## src/rtl/soc_bram_arb_pkg.sv

```systemverilog
// Shared types and constants for the two-port BRAM arbiter.
package soc_bram_arb_pkg;

  // Identifies a bus master; also the encoding of the grant / last-grant register.
  typedef enum logic {
    PORT_A = 1'b0,
    PORT_B = 1'b1
  } port_e;

  // Active-low byte mask with every lane disabled: the BRAM's idle mask.
  localparam logic [3:0] WMSK_NONE = 4'hF;

  // Round-robin pick: on a tie the port that did not win last time gets it.
  function automatic port_e rr_pick(input logic elig_a, input logic elig_b, input port_e last);
    if (elig_a && elig_b) begin
      return (last == PORT_A) ? PORT_B : PORT_A;
    end else if (elig_a) begin
      return PORT_A;
    end else begin
      return PORT_B;
    end
  endfunction

endpackage

```

## src/rtl/soc_bram_arb.sv

```systemverilog
// Round-robin arbiter letting two bus masters share one single-port BRAM.
// Each access is a fixed ACCESS (BRAM driven) + ACK (data returned) pair of cycles.
module soc_bram_arb
  import soc_bram_arb_pkg::*;
#(
  parameter int AW = 8
) (
  input  logic          clk,
  input  logic          rst,
  // port A
  input  logic [AW-1:0] a_addr,
  input  logic [31:0]   a_wdata,
  input  logic [3:0]    a_wmsk,
  input  logic          a_we,
  input  logic          a_cyc,
  output logic          a_ack,
  output logic [31:0]   a_rdata,
  // port B
  input  logic [AW-1:0] b_addr,
  input  logic [31:0]   b_wdata,
  input  logic [3:0]    b_wmsk,
  input  logic          b_we,
  input  logic          b_cyc,
  output logic          b_ack,
  output logic [31:0]   b_rdata,
  // BRAM side
  output logic [AW-1:0] ram_addr,
  output logic [31:0]   ram_wdata,
  output logic [3:0]    ram_wmsk,
  output logic          ram_we,
  input  logic [31:0]   ram_rdata
);

  typedef enum logic [1:0] {
    ST_IDLE   = 2'd0,
    ST_ACCESS = 2'd1,
    ST_ACK    = 2'd2
  } state_e;

  state_e state_q, state_d;
  // The current grant doubles as the round-robin "last" record: it is only
  // updated on entry to ACCESS, so it always names the most recent winner.
  port_e  grant_q, grant_d;

  logic elig_a;
  logic elig_b;

  // A port is eligible when requesting and not the one being acked right now.
  always_comb begin
    elig_a = a_cyc && !(state_q == ST_ACK && grant_q == PORT_A);
    elig_b = b_cyc && !(state_q == ST_ACK && grant_q == PORT_B);
  end

  // State and grant registers; reset parks in IDLE with B as last winner so A wins the first tie.
  always_ff @(posedge clk) begin
    // NOTE: state flops use non-blocking assignments so every flop samples
    // pre-edge values regardless of statement order.
    if (rst) begin
      state_q <= ST_IDLE;
      grant_q <= PORT_B;
    end else begin
      state_q <= state_d;
      grant_q <= grant_d;
    end
  end

  // Next-state and grant selection.
  always_comb begin
    // NOTE: every output of this block gets a default first, so no path
    // through the case leaves a value unassigned and no latch is inferred.
    state_d = state_q;
    grant_d = grant_q;
    unique case (state_q)
      ST_IDLE: begin
        if (elig_a || elig_b) begin
          state_d = ST_ACCESS;
          grant_d = rr_pick(elig_a, elig_b, grant_q);
        end
      end
      ST_ACCESS: begin
        state_d = ST_ACK;
      end
      ST_ACK: begin
        // Only the other port can be eligible here, giving back-to-back service.
        if (elig_a || elig_b) begin
          state_d = ST_ACCESS;
          grant_d = rr_pick(elig_a, elig_b, grant_q);
        end else begin
          state_d = ST_IDLE;
        end
      end
      default: begin
        state_d = ST_IDLE;
      end
    endcase
  end

  // BRAM drive during ACCESS; write is killed by a coincident reset.
  always_comb begin
    ram_addr  = '0;
    ram_wdata = '0;
    ram_wmsk  = WMSK_NONE;
    ram_we    = 1'b0;
    if (state_q == ST_ACCESS) begin
      if (grant_q == PORT_A) begin
        ram_addr  = a_addr;
        ram_wdata = a_wdata;
        ram_wmsk  = a_wmsk;
        ram_we    = a_we & ~rst;
      end else begin
        ram_addr  = b_addr;
        ram_wdata = b_wdata;
        ram_wmsk  = b_wmsk;
        ram_we    = b_we & ~rst;
      end
    end
  end

  // Ack and read data to the granted port in ACK; the other rdata is held at 0 for OR-combining.
  always_comb begin
    a_ack   = 1'b0;
    b_ack   = 1'b0;
    a_rdata = '0;
    b_rdata = '0;
    if (state_q == ST_ACK && !rst) begin
      if (grant_q == PORT_A) begin
        a_ack   = 1'b1;
        a_rdata = ram_rdata;
      end else begin
        b_ack   = 1'b1;
        b_rdata = ram_rdata;
      end
    end
  end

endmodule

```

## config.mk

```make
export PLATFORM = sky130hd
export DESIGN_NAME = soc_bram_arb
export DESIGN_NICKNAME = d
export VERILOG_FILES = /design/src/rtl/soc_bram_arb_pkg.sv /design/src/rtl/soc_bram_arb.sv
export SDC_FILE = /design/constraint.sdc
export NUM_CORES = 1
export LEC_CHECK = 0
export CAP_MARGIN = 20
export CORE_AREA = 2 2 91 93
export CTS_CLUSTER_SIZE = 10
export DETAILED_ROUTE_END_ITERATION = 10
export DIE_AREA = 0 0 93 95
export PLACE_DENSITY = 0.78
export SLEW_MARGIN = 25
export SYNTH_ARGS = -nofsm -noshare
export SYNTH_HDL_FRONTEND = slang
export SYNTH_SLANG_ARGS = --single-unit
```

## constraint.sdc

```tcl
create_clock -name clk -period 2.64 [get_ports clk]
set_input_delay 0.396 -clock clk [delete_from_list [all_inputs] [get_ports clk]]
set_output_delay 0.396 -clock clk [all_outputs]
set_load 0.02 [all_outputs]
```

==> results_dict.tcl, run 1 <==
set metrics [dict create \
    netlist.area_leader.share_pct 30.4 \
    hp-class "reg2reg" \
    drt_iter0_drc 33 \
    insertion_delay_ps 210 \
    power_frac_comb_pct 75.0 \
    cts_max_path_buffers 2 \
    synth_edf_count 0 \
    p_int_mw 0.497 \
    synth_async_sr_flop_share_pct 0 \
    antenna_found_initial 0 \
    max_clock_freq_mhz 409 \
    grt_pass1_wl_mm 9.90 \
    fin_skew_ps 1.26 \
    seq_area_frac_synth_pct 4.34 \
    cts_sinks 3 \
    arrival_ps 2050 \
    ys_warn_count 0 \
    critical_path_class "reg2out" \
    path_clk_slew_ps 30 \
    antenna_cells 0 \
    worst_pin_slew_ps 484 \
    cap_viol_max_count 0 \
    postCtsSetupBuffers 0 \
    cp.required_ps 2240 \
    start_util_pct 17.4 \
    fin_hold_ws_ps 488 \
    rows 33 \
    drc 0 \
    vdd_drop_max_uv 113 \
    viasPerCell 4.28 \
    power.density_nw_per_um2 202 \
    synth_cell_type_count 19 \
    p_sw_share_pct 35.6 \
    post-route-min-period_ps 2440 \
    core-area_um2 7930 \
    ioPinCount 237 \
    dr.pass1.iters 4 \
    power_frac_seq_pct 8.2 \
    syn_area_per_cell_um2 7.13 \
    yosysTopAreaCell "mux2i_1" \
    cp-start-kind "register" \
    rsz0062_at_grt "false" \
    grt.total_usage_pct 14.0 \
    area_growth_syn_to_layout_pct 176 \
    outcome "completed" \
    wire_per_inst_um 13.2 \
    overflow 0 \
    crit_path_end_kind "output port" \
    worstPathMaxFanout 25 \
    cts_root_buf "clkbuf_8" \
    syn_nets 320 \
    netlist_area_um2 1380 \
    placed_cell_area_um2 3770 \
    yosysMostFrequentCell "and3_1" \
    p_leak_nw 1.82 \
    period_share_pct 92.5 \
    vias 2245 \
    setup_viol 0 \
    portBuffers 236 \
    synth_seq_cells 3 \
    pwr-share-clk_pct 16.8 \
    switching_power_mw 0.275 \
    place_congestion 0.703 \
    ctsResizeCount 0 \
    setup_tns_ps 0 \
    cts_tree "done" \
    final_cell_area_um2 3820 \
    grt_max_degree 67 \
    final_max_slew_viol_count 0 \
    synth_commonest_cells "and3_1 (64), nor2_1 (44), mux2i_1 (42), buf_2 (11), buf_6 (5)" \
    synthTopCellsByArea "mux2i_1 (30%), and3_1 (29%), nor2_1 (12%)" \
    die_height_um 95 \
    postRouteAntennaNets 0 \
    htree_levels 1 \
    drt_wl_total_mm 6.91 \
    nets 546 \
    first_global_vias 2126 \
    cts_hold_buf 0 \
    hold_viol 0 \
    numCtsBuffers 3 \
    syn_inst 194 \
    post-dp-hpwl_mm 5.99 \
    drive_above_1_share_pct 4.30 \
    die_area_um2 8840 \
    die_width_um 93 \
    ys.flop_type "dfxtp_1" \
    slew_headroom_pct 67.8 \
]
## layout make-up
| type | count | area, um^2 |
|---|---|---|
| multi-input combinational | 167 | 1120 |
| fill | 765 | 4110 |
| timing repair buffer | 245 | 2450 |
| sequential | 3 | 61.3 |
| clock buffer | 4 | 45.0 |
| tap | 105 | 131 |
## final timing paths
| check | slack, ps | cells past startpoint | end | start |
|---|---|---|---|---|
| worst max register to register | 1400 | 2 | state_q[0] | grant_q |
| worst min register to register | 490 | 1 | state_q[0] | state_q[1] |
| worst min-delay path | 490 | 1 | state_q[0] | state_q[1] |
| worst max-delay path | 200 | 4 | ram_wdata[31] | state_q[0] |
## cells in the final DEF, fill, tap and decap left out, types with 2 or more instances in the layout
cell type	instances
a211o_1	4
and2_1	2
and3_1	64
buf_12	2
buf_4	7
clkbuf_8	3
clkdlybuf4s50_1	236
dfxtp_1	2
mux2i_1	42
nor2_1	43
nor2b_1	4
## registers in the layout, indices dropped and copies added, names as in the netlist
register and count:
state_q 2, grant_q 1
## layer usage
layer	track usage [%]	share of wire (%)	vias to the layer above
li1	-	-	1134
met1	13.5	35	967
met2	28.5	53	140
met3	4.07	12	4
met4	4.04	1.0	0
met5	0	0	-
## worst max-delay path, stage by stage (launching register included)
cell,delay (ps)
dfxtp_1,450
nand2b_2,340
buf_12,280
nor2_1,130
clkdlybuf4s50_1,640
## through the flow
stage | total power [mW] | cells | worst slack [ps] | util (%)
final | 0.772 | 524 | 198 | 48.1
after global routing | 0.820 | 524 | 90.3 | 48.1
after CTS | 0.781 | 524 | 175 | 48.1
after detailed placement | 0.646 | 520 | 236 | 47.6
after global placement | 0.638 | 520 | 252 | 47.6
after floorplan | 0.329 | 194 | 1110 | -
## logic make-up (layout without fill, tap and decap cells)
logic type             Yosys count  in the layout  share of synthesized area [%]
AOI/OAI and AO/OA                6              6                           4.34
buffers and inverters           24            249                           14.8
and+or+nand+nor                119            119                           46.2
DFF                              3              3                           4.34
muxes                           42             42                           30.4
## power by group through the flow
stage,registers (mW),logic (mW),clock network [mW]
floorplan,0.0527,0.277,0
global placement,0.0639,0.574,0
detailed placement,0.0638,0.582,0
CTS,0.0635,0.584,0.133
global route,0.0643,0.619,0.136
finish,0.0634,0.579,0.129
No activity file was read; power rests on OpenSTA's default activity.
==> run 2: changes to the inputs <==
Settings changed: TNS_END_PERCENT set to 50.
==> results of run 2 <==
No change in the layout: final DEF, timing and power equal those of run 1.
